[config.mk]
export PLATFORM = sky130hd
export DESIGN_NAME = if_fetch_flat
export DESIGN_NICKNAME = d
export VERILOG_FILES = /design/src/rtl/if_pkg.sv /design/src/rtl/if_fetch_if.sv /design/src/rtl/if_queue.sv /design/src/rtl/if_fetch.sv /design/src/flat_wrapper.sv
export SDC_FILE = /design/constraint.sdc
export NUM_CORES = 1
export LEC_CHECK = 0
export CAP_MARGIN = 20
export CORE_MARGIN = 2
export CORE_UTILIZATION = 52
export CTS_BUF_LIST = sky130_fd_sc_hd__clkbuf_4 sky130_fd_sc_hd__clkbuf_8
export CTS_CLUSTER_DIAMETER = 50
export CTS_CLUSTER_SIZE = 12
export DETAILED_ROUTE_END_ITERATION = 8
export PLACE_DENSITY = 0.9
export SYNTH_ARGS = -nofsm -noshare
export SYNTH_HDL_FRONTEND = slang
export SYNTH_SLANG_ARGS = --single-unit
[constraint.sdc]
create_clock -name clk -period 2.4 [get_ports clk]
set_input_delay 0.24 -clock clk [delete_from_list [all_inputs] [get_ports clk]]
set_output_delay 0.24 -clock clk [all_outputs]
set_load 0.01 [all_outputs]
[src/rtl/if_pkg.sv]
// Shared types for the instruction-fetch stage: FSM states, default widths, queue entry.
package if_pkg;

  localparam int DEF_ADDR_W = 32;
  localparam int DEF_DATA_W = 32;
  localparam int DEF_QDEPTH = 2;

  typedef enum logic [1:0] {
    S_IDLE  = 2'd0,
    S_WAIT  = 2'd1,
    S_DROP  = 2'd2,
    S_FAULT = 2'd3
  } state_e;

  typedef struct packed {
    logic [DEF_ADDR_W-1:0] pc;
    logic [DEF_DATA_W-1:0] inst;
  } q_entry_t;

  // Instructions are word aligned; any set low bit is a misaligned fetch.
  function automatic logic pc_aligned(input logic [1:0] pc_lsb);
    return (pc_lsb == 2'b00);
  endfunction

endpackage

[src/rtl/if_fetch_if.sv]
// Instruction-memory request/ack bus plus the decode-side valid/ready instruction bus.
interface if_fetch_if
  import if_pkg::*;
#(
  parameter int ADDR_W = DEF_ADDR_W,
  parameter int DATA_W = DEF_DATA_W
);

  logic              imem_req;
  logic [ADDR_W-1:0] imem_addr;
  logic              imem_ack;
  logic [DATA_W-1:0] imem_rdata;

  logic              inst_valid;
  logic [DATA_W-1:0] inst_data;
  logic [ADDR_W-1:0] inst_pc;
  logic              inst_ready;

  modport master (
    output imem_req, imem_addr, inst_valid, inst_data, inst_pc,
    input  imem_ack, imem_rdata, inst_ready
  );

  modport slave (
    input  imem_req, imem_addr, inst_valid, inst_data, inst_pc,
    output imem_ack, imem_rdata, inst_ready
  );

endinterface

[src/rtl/if_queue.sv]
// Two-entry {pc, inst} FIFO with synchronous clear; head fields come straight from storage.
// When empty the head shows the last entry presented, so outputs hold after a pop or clear.
module if_queue
  import if_pkg::*;
#(
  parameter int ADDR_W = DEF_ADDR_W,
  parameter int DATA_W = DEF_DATA_W
) (
  input  logic              clk,
  input  logic              rst_n,
  input  logic              push_i,
  input  logic [ADDR_W-1:0] push_pc_i,
  input  logic [DATA_W-1:0] push_inst_i,
  input  logic              pop_i,
  input  logic              clear_i,
  output logic [1:0]        count_o,
  output logic [ADDR_W-1:0] head_pc_o,
  output logic [DATA_W-1:0] head_inst_o
);

  logic [ADDR_W-1:0] pc_q   [2];
  logic [DATA_W-1:0] inst_q [2];
  logic              wr_ptr_q, wr_ptr_d;
  logic              rd_ptr_q, rd_ptr_d;
  logic [1:0]        count_q, count_d;
  logic              do_push, do_pop, head_sel;

  assign do_push = push_i && !clear_i;
  assign do_pop  = pop_i && !clear_i && (count_q != 2'd0);

  always_comb begin
    wr_ptr_d = wr_ptr_q;
    rd_ptr_d = rd_ptr_q;
    count_d  = count_q;
    if (clear_i) begin
      // Park both pointers one past the current head so the empty view keeps showing it.
      rd_ptr_d = ~rd_ptr_q;
      wr_ptr_d = ~rd_ptr_q;
      count_d  = 2'd0;
    end else begin
      if (do_push) wr_ptr_d = ~wr_ptr_q;
      if (do_pop)  rd_ptr_d = ~rd_ptr_q;
      case ({do_push, do_pop})
        2'b10:   count_d = count_q + 2'd1;
        2'b01:   count_d = count_q - 2'd1;
        default: count_d = count_q;
      endcase
    end
  end

  always_ff @(posedge clk or negedge rst_n) begin
    if (!rst_n) begin
      wr_ptr_q <= 1'b0;
      rd_ptr_q <= 1'b0;
      count_q  <= 2'd0;
      for (int i = 0; i < 2; i++) begin
        pc_q[i]   <= '0;
        inst_q[i] <= '0;
      end
    end else begin
      wr_ptr_q <= wr_ptr_d;
      rd_ptr_q <= rd_ptr_d;
      count_q  <= count_d;
      if (do_push) begin
        pc_q[wr_ptr_q]   <= push_pc_i;
        inst_q[wr_ptr_q] <= push_inst_i;
      end
    end
  end

  assign head_sel    = (count_q == 2'd0) ? ~rd_ptr_q : rd_ptr_q;
  assign head_pc_o   = pc_q[head_sel];
  assign head_inst_o = inst_q[head_sel];
  assign count_o     = count_q;

endmodule

[src/rtl/if_fetch.sv]
// Fetch stage: one outstanding imem request, results queued 2-deep toward decode; PC advances
// on ack or flush. Zero-wait memory yields one instruction per two cycles, visible the cycle after ack.
module if_fetch
  import if_pkg::*;
#(
  parameter int ADDR_W = DEF_ADDR_W,
  parameter int DATA_W = DEF_DATA_W,
  parameter int QDEPTH = DEF_QDEPTH
) (
  input  logic              clk,
  input  logic              rst_n,
  input  logic [ADDR_W-1:0] pc_in,
  output logic              pc_ena,
  input  logic              flush,
  output logic              fault,
  if_fetch_if.master        bus
);

  localparam logic [1:0] QFULL = 2'(QDEPTH);

  state_e            state_q, state_d;
  logic [ADDR_W-1:0] addr_q, addr_d;
  logic [1:0]        q_count;
  logic              q_push, q_pop;

  always_comb begin
    state_d = state_q;
    addr_d  = addr_q;
    pc_ena  = 1'b0;
    q_push  = 1'b0;
    if (flush) begin
      // Redirect wins; an in-flight request must still be retired, its data thrown away.
      pc_ena = 1'b1;
      case (state_q)
        S_WAIT, S_DROP: state_d = bus.imem_ack ? S_IDLE : S_DROP;
        default:        state_d = S_IDLE;
      endcase
    end else begin
      case (state_q)
        S_IDLE: begin
          if (q_count < QFULL) begin
            if (pc_aligned(pc_in[1:0])) begin
              addr_d  = pc_in;
              state_d = S_WAIT;
            end else begin
              state_d = S_FAULT;
            end
          end
        end
        S_WAIT: begin
          if (bus.imem_ack) begin
            q_push  = 1'b1;
            pc_ena  = 1'b1;
            state_d = S_IDLE;
          end
        end
        S_DROP: begin
          if (bus.imem_ack) state_d = S_IDLE;
        end
        default: state_d = state_q;
      endcase
    end
  end

  always_ff @(posedge clk or negedge rst_n) begin
    if (!rst_n) begin
      state_q <= S_IDLE;
      addr_q  <= '0;
    end else begin
      state_q <= state_d;
      addr_q  <= addr_d;
    end
  end

  assign bus.imem_req  = (state_q == S_WAIT) || (state_q == S_DROP);
  assign bus.imem_addr = addr_q;
  assign fault         = (state_q == S_FAULT);

  assign bus.inst_valid = (q_count != 2'd0);
  assign q_pop          = bus.inst_valid && bus.inst_ready;

  if_queue #(
    .ADDR_W (ADDR_W),
    .DATA_W (DATA_W)
  ) u_queue (
    .clk         (clk),
    .rst_n       (rst_n),
    .push_i      (q_push),
    .push_pc_i   (addr_q),
    .push_inst_i (bus.imem_rdata),
    .pop_i       (q_pop),
    .clear_i     (flush),
    .count_o     (q_count),
    .head_pc_o   (bus.inst_pc),
    .head_inst_o (bus.inst_data)
  );

endmodule

[src/flat_wrapper.sv]
// flat-port wrapper written by rule: the top's interface ports become plain ports
module if_fetch_flat import if_pkg::*;
#(
  parameter int ADDR_W = DEF_ADDR_W,
  parameter int DATA_W = DEF_DATA_W,
  parameter int QDEPTH = DEF_QDEPTH
)
  (clk, rst_n, pc_in, pc_ena, flush, fault, bus_imem_req, bus_imem_addr, bus_inst_valid, bus_inst_data, bus_inst_pc, bus_imem_ack, bus_imem_rdata, bus_inst_ready);
  if_fetch_if #(.ADDR_W(ADDR_W), .DATA_W(DATA_W)) bus_i ();
  input  logic clk;
  input  logic rst_n;
  input  logic [ADDR_W-1:0] pc_in;
  output logic pc_ena;
  input  logic flush;
  output logic fault;
  output wire logic [$bits(bus_i.imem_req)-1:0] bus_imem_req;
  output wire logic [$bits(bus_i.imem_addr)-1:0] bus_imem_addr;
  output wire logic [$bits(bus_i.inst_valid)-1:0] bus_inst_valid;
  output wire logic [$bits(bus_i.inst_data)-1:0] bus_inst_data;
  output wire logic [$bits(bus_i.inst_pc)-1:0] bus_inst_pc;
  input wire logic [$bits(bus_i.imem_ack)-1:0] bus_imem_ack;
  input wire logic [$bits(bus_i.imem_rdata)-1:0] bus_imem_rdata;
  input wire logic [$bits(bus_i.inst_ready)-1:0] bus_inst_ready;
  assign bus_imem_req = bus_i.imem_req;
  assign bus_imem_addr = bus_i.imem_addr;
  assign bus_inst_valid = bus_i.inst_valid;
  assign bus_inst_data = bus_i.inst_data;
  assign bus_inst_pc = bus_i.inst_pc;
  assign bus_i.imem_ack = bus_imem_ack;
  assign bus_i.imem_rdata = bus_imem_rdata;
  assign bus_i.inst_ready = bus_inst_ready;
  if_fetch #(.ADDR_W(ADDR_W), .DATA_W(DATA_W), .QDEPTH(QDEPTH)) u_core (.clk(clk), .rst_n(rst_n), .pc_in(pc_in), .pc_ena(pc_ena), .flush(flush), .fault(fault), .bus(bus_i));
endmodule
Word level (Yosys, flattened, before mapping)
Index checks and enable logic that the tools add are counted.
W data, S select, Z words.
{"block": "word_totals", "regBits": 166, "in_bits": 69, "output_inout_bits": 100, "elab_cells": 73}
{"block": "classes", "n_addsub": 2, "magnitude_cmp": 4, "eq_ne": 7, "mux": 28, "bitwise": 5, "n_reduce_logical": 18}
{"operator": "$mux W32", "count": 7}
{"operator": "$bwmux W64", "count": 2}
{"operator": "$demux W32 S1", "count": 1}
{"operator": "$mux W2", "count": 7}
{"operator": "$mux W1", "count": 9}
{"operator": "$pmux W2 S2", "count": 2}
{"operator": "$eq A2 B2 Y1 const B", "count": 3}
{"operator": "$logic_not A2 Y1", "count": 3}
{"operator": "$reduce_bool A2 Y1", "count": 3}
{"operator": "$reduce_bool A3 Y1", "count": 2}
{"operator": "$logic_and A1 B1 Y1", "count": 5}
{"operator": "$eq A2 B1 Y1 const B", "count": 2}
{"operator": "$ge A2 B2 Y1 const B", "count": 2}
{"operator": "$not A1 Y2", "count": 2}
{"operator": "$reduce_and A4 Y1", "count": 1}
{"operator": "$ne A3 B1 Y1 const B", "count": 1}
{"operator": "$ne A3 B2 Y1 const B", "count": 1}
{"operator": "$not A1 Y1", "count": 3}
{"operator": "$reduce_and A3 Y1", "count": 1}
{"operator": "$add A2 B1 Y2 const B", "count": 1}
{"operator": "$lt A2 B1 Y1 const B", "count": 1}
{"operator": "$lt A2 B2 Y1 const B", "count": 1}
{"operator": "$reduce_or A2 Y1", "count": 1}
{"operator": "$sub A2 B1 Y2 const B", "count": 1}
{"operator": "other kinds (2)", "count": 2}

Longest topological paths before layout
{"block": "logic_depth", "word_depth": 7, "ltp_mapped": 6, "ltp_nobuf": 5}

Modules after synthesis
Synthesis repeated with hierarchy kept, for this count alone.
{"block": "hier_totals", "cells_unflattened": 457, "hier_area_um2": 7531.0}
{"module": "if_queue", "n_inst": 1, "cells_per_inst": 364, "area_per_inst_um2": 6019.5, "seq_area_each_um2": 3303.2}
{"module": "if_fetch", "n_inst": 1, "cells_per_inst": 93, "area_per_inst_um2": 1511.4, "seq_area_each_um2": 850.8}

Least setup slack after synthesis
No wires, ideal clock.
{"block": "synth_path", "path_kind": "register to output", "from": "register u_core.u_queue.count_q[1], in the netlist u_core.u_queue.count_o[1]", "to": "output port bus_inst_data[27]", "arrival_ns": 1.648, "required_ns": 2.160, "slack_ns": 0.512, "stages_incl_launch_ff": 5, "n_path_buf": 1, "path_cell_list": "dfrtp_1 or2_2 xor2_4 buf_6 mux2_1"}
{"block": "synth_between", "elab_chain_cells": 6}
{"item": "start: declaration", "line_no": "if_queue.sv:25", "source": "logic [1:0] count_q, count_d;"}
{"item": "start signal: assignment", "line_no": "if_queue.sv:63", "source": "count_q <= count_d;"}
{"item": "$logic_not A2 Y1", "line_no": "if_queue.sv:71", "source": "assign head_sel = (count_q == 2'd0) ? ~rd_ptr_q : rd_ptr_q;"}
{"item": "$mux W1", "line_no": "if_queue.sv:71"}
{"item": "$not A1 Y2 (implied by the code)", "line_no": "if_queue.sv:73", "source": "assign head_inst_o = inst_q[head_sel];"}
{"item": "$mux W32 (implied by the code) (3 in a row)", "line_no": "if_queue.sv:73"}
{"item": "end: declaration", "line_no": "flat_wrapper.sv:19", "source": "output wire logic [$bits(bus_i.inst_data)-1:0] bus_inst_data;"}
Every way passes these cells. The select of a mux whose other input is x is not followed.

Worst setup path after layout
{"block": "layout_path", "from": "register u_core.u_queue.count_q[0], in the netlist u_core.u_queue.count_o[0]", "to": "output port bus_inst_data[12]"}
The elaborated chain is that of the path after synthesis.

==> results.sh <==
export IMPL_area_growth_pct=39.5
export IMPL_yosys_top_cells_area="dfrtp_1 58%, mux2_2 30%, mux2_1 5.2%"
export IMPL_drt_pass1_iterations=4
export IMPL_hold_ws_ps=332
export IMPL_ant_nets=0
export IMPL_syn_inst=449
export IMPL_routed_via_density=5.43
export IMPL_min_period_over_period=0.983
export IMPL_cpLargestDelayFamily="buffers and inverters"
export IMPL_drv_cap=0
export IMPL_path_clk_slew_ps=80
export IMPL_gr_total_overflow=0
export IMPL_synth_enable_flop_cells=0
export IMPL_synth_cell_types=29
export IMPL_vdd_ir_drop_max_uv=780
export IMPL_finClkSkew_ps=15.7
export IMPL_ys_seq_elements=166
export IMPL_antenna_found_initial=0
export IMPL_core_mm2=0.0133
export IMPL_die_w_um=121
export IMPL_insertion_delay_ps=440
export IMPL_power_density_mw_per_mm2=1430
export IMPL_ys_warn_count=0
export IMPL_hpwl_mm=10.2
export IMPL_synth_top_area_cell="dfrtp_1"
export IMPL_port_buffers=168
export IMPL_syn_avg_cell_area_um2=15.9
export IMPL_numClockSinks=166
export IMPL_synthFlopType="dfrtp_1"
export IMPL_std_cell_rows=42
export IMPL_grt_pass1_wl_mm=25.9
export IMPL_first_global_vias=5043
export IMPL_setup_tns_ps=0
export IMPL_synthArstFlopShare=1.00
export IMPL_relSlewSlack=0.638
export IMPL_vias=4527
export IMPL_cts_root_buffer="clkbuf_8"
export IMPL_yosysMostFrequentCell="mux2_2"
export IMPL_wl_met3_um=981
export IMPL_synth_nets=521
export IMPL_fin_nets=717
export IMPL_start_util=0.535
export IMPL_cts_max_path_buffers=2
export IMPL_drive_gt1_frac=0.494
export IMPL_placed_cells=785
export IMPL_finalSetupViolations=0
export IMPL_cp_max_fo=5
export IMPL_num_antenna_cells=0
export IMPL_io_pin_count=169
export IMPL_dieArea_mm2=0.0147
export IMPL_drt_initial_drc_count=168
export IMPL_highest_layer="met4"
export IMPL_numCtsBuffers=17
export IMPL_drv_slew=0
export IMPL_status="finished clean"
export IMPL_hold_violations=0
export IMPL_drc_errors=0
export IMPL_cts_tree="yes"
export IMPL_synth_top_area_share=0.581
export IMPL_cp_arrival_ps=2120
export IMPL_max_stage_delay_ps=400
export IMPL_wl_met1_mm=6.84
export IMPL_critPathKind="reg -> out"
export IMPL_wl_mm=17.0
export IMPL_met2_length_mm=8.84
export IMPL_grt_max_degree=68
export IMPL_die_h_um=121
export IMPL_grt_usage=0.234
export IMPL_crit_path_top_delay_cell="dfrtp_1"
export IMPL_crit_path_frequent_cell="buf_6"
export IMPL_routedWlPerCell_um=20.3
export IMPL_place_congestion=0.730
export IMPL_start_kind="flip-flop"
export IMPL_tightest_slew_ps=543
export IMPL_power_leakage_nw=4.68
export IMPL_crit_required_ps=2160
export IMPL_path_cells="or2_4, xor2_4, buf_6, buf_12, buf_16, mux2_4, buf_6"
export IMPL_fmax_mhz=424
export IMPL_htree_levels=4
export IMPL_min_path_type="in -> async"
export IMPL_rsz0062_at_grt="true"
export IMPL_end_kind="primary output"
export IMPL_netlist_area_mm2=0.00715
export IMPL_synth_seq_area_share=0.581
export IMPL_min_period_ps=2360
export IMPL_crit_buf_inv=4
export IMPL_synth_common_cells="189 x mux2_2, 166 x dfrtp_1, 33 x mux2_1, 12 x buf_6, 9 x buf_2"
export IMPL_fin_cells=834
where the power goes:
part	leakage, nW	internal, mW	total (mW)	switching, mW
registers	2.09	4.08	4.94	0.865
clock network	0.198	0.930	1.92	0.987
logic	2.39	4.73	7.43	2.70
layout by cell type (no fill, tap or decap), drive strengths merged:
cell type,Yosys,final
nand2,3,3
inv,4,6
a311o,1,1
nand2b,2,2
nand4,3,3
mux2i,2,2
and2,2,2
xnor2,1,1
xor2,2,2
buf,21,91
a21o,2,2
nor3,1,1
nand3,1,1
clkbuf,1,25
dlygate4sd3,0,1
o21ai,2,2
o2111a,1,1
a21oi,4,4
clkinvlp,0,2
dfrtp,166,166
bufinv,0,1
nor2,1,1
clkdlybuf4s50,0,103
clkinv,0,6
ha,3,3
mux2,222,222
nor2b,2,2
or2,1,1
nor4,1,1
stage by stage:
stage	setup slack (ps)	utilization	power [mW]	instance area (µm²)
finish	40.4	0.747	14.3	9970
global route	-53.9	0.747	15.0	9970
CTS	-53.6	0.721	13.4	9620
detailed placement	87.1	0.677	10.9	9030
global placement	117	0.677	10.6	9030
floorplan	512	-	7.93	7150
area by class of cell:
class,instances,area [µm²]
Clock inverter,11,96.3
Multi-Input combinational cell,257,2980
Tap cell,176,220
Timing Repair Buffer,199,2210
Fill cell,829,3380
Sequential cell,166,4150
Inverter,4,15.0
Clock buffer,21,289
registers in the layout, indices dropped and copies added, names as in the netlist:
register,flops
u_core.u_queue.pc_q,64
u_core.state_q,2
u_core.bus.imem_addr,32
u_core.u_queue.rd_ptr_q,1
u_core.u_queue.count_o,2
u_core.u_queue.inst_q,64
u_core.u_queue.wr_ptr_q,1
cells by family after synthesis:
| family | count (synthesis) | synth area share |
|---|---|---|
| simple gates | 17 | 0.0172 |
| flops | 166 | 0.581 |
| buf+inv | 26 | 0.0280 |
| xor+xnor | 3 | 0.00630 |
| mux | 224 | 0.353 |
| fa+ha+maj | 3 | 0.00525 |
| compound gates | 10 | 0.00928 |
path summary, 6_finish.rpt:
kind	startpoint	to	slack [ps]	depth (start not counted)
max	u_core.u_queue.count_o[0]$_DFFE_PN0P_	bus_inst_data[12]	40	7
min in group clk	pc_in[9]	u_core.bus.imem_addr[9]$_DFFE_PN0P_	410	2
min	rst_n	u_core.bus.imem_addr[27]$_DFFE_PN0P_	330	2
max in group asynchronous	rst_n	u_core.u_queue.inst_q[26]$_DFFE_PN0P_	1300	3
max reg2reg	u_core.state_q[1]$_DFFE_PN0P_	u_core.u_queue.pc_q[48]$_DFFE_PN0P_	470	6
min reg2reg	u_core.u_queue.pc_q[59]$_DFFE_PN0P_	u_core.u_queue.pc_q[59]$_DFFE_PN0P_	490	1
metal layers:
layer	GRT usage	vias to the layer above
li1	-	2014
met5	0	-
met1	0.274	2342
met2	0.408	146
met3	0.0695	25
met4	0.0819	0
repair_timing:
action | 4_1_cts | 5_1_grt
pin swaps | 1 | 0
endpoints found under the setup margin | 64 | 53
hold buffers | 1 | 0
resized for setup | 317 | 56
cloned | 6 | 3
setup buffers | 8 | 0
endpoints found under the hold margin | 55 | 0
Power figures use the tool's default switching activity.
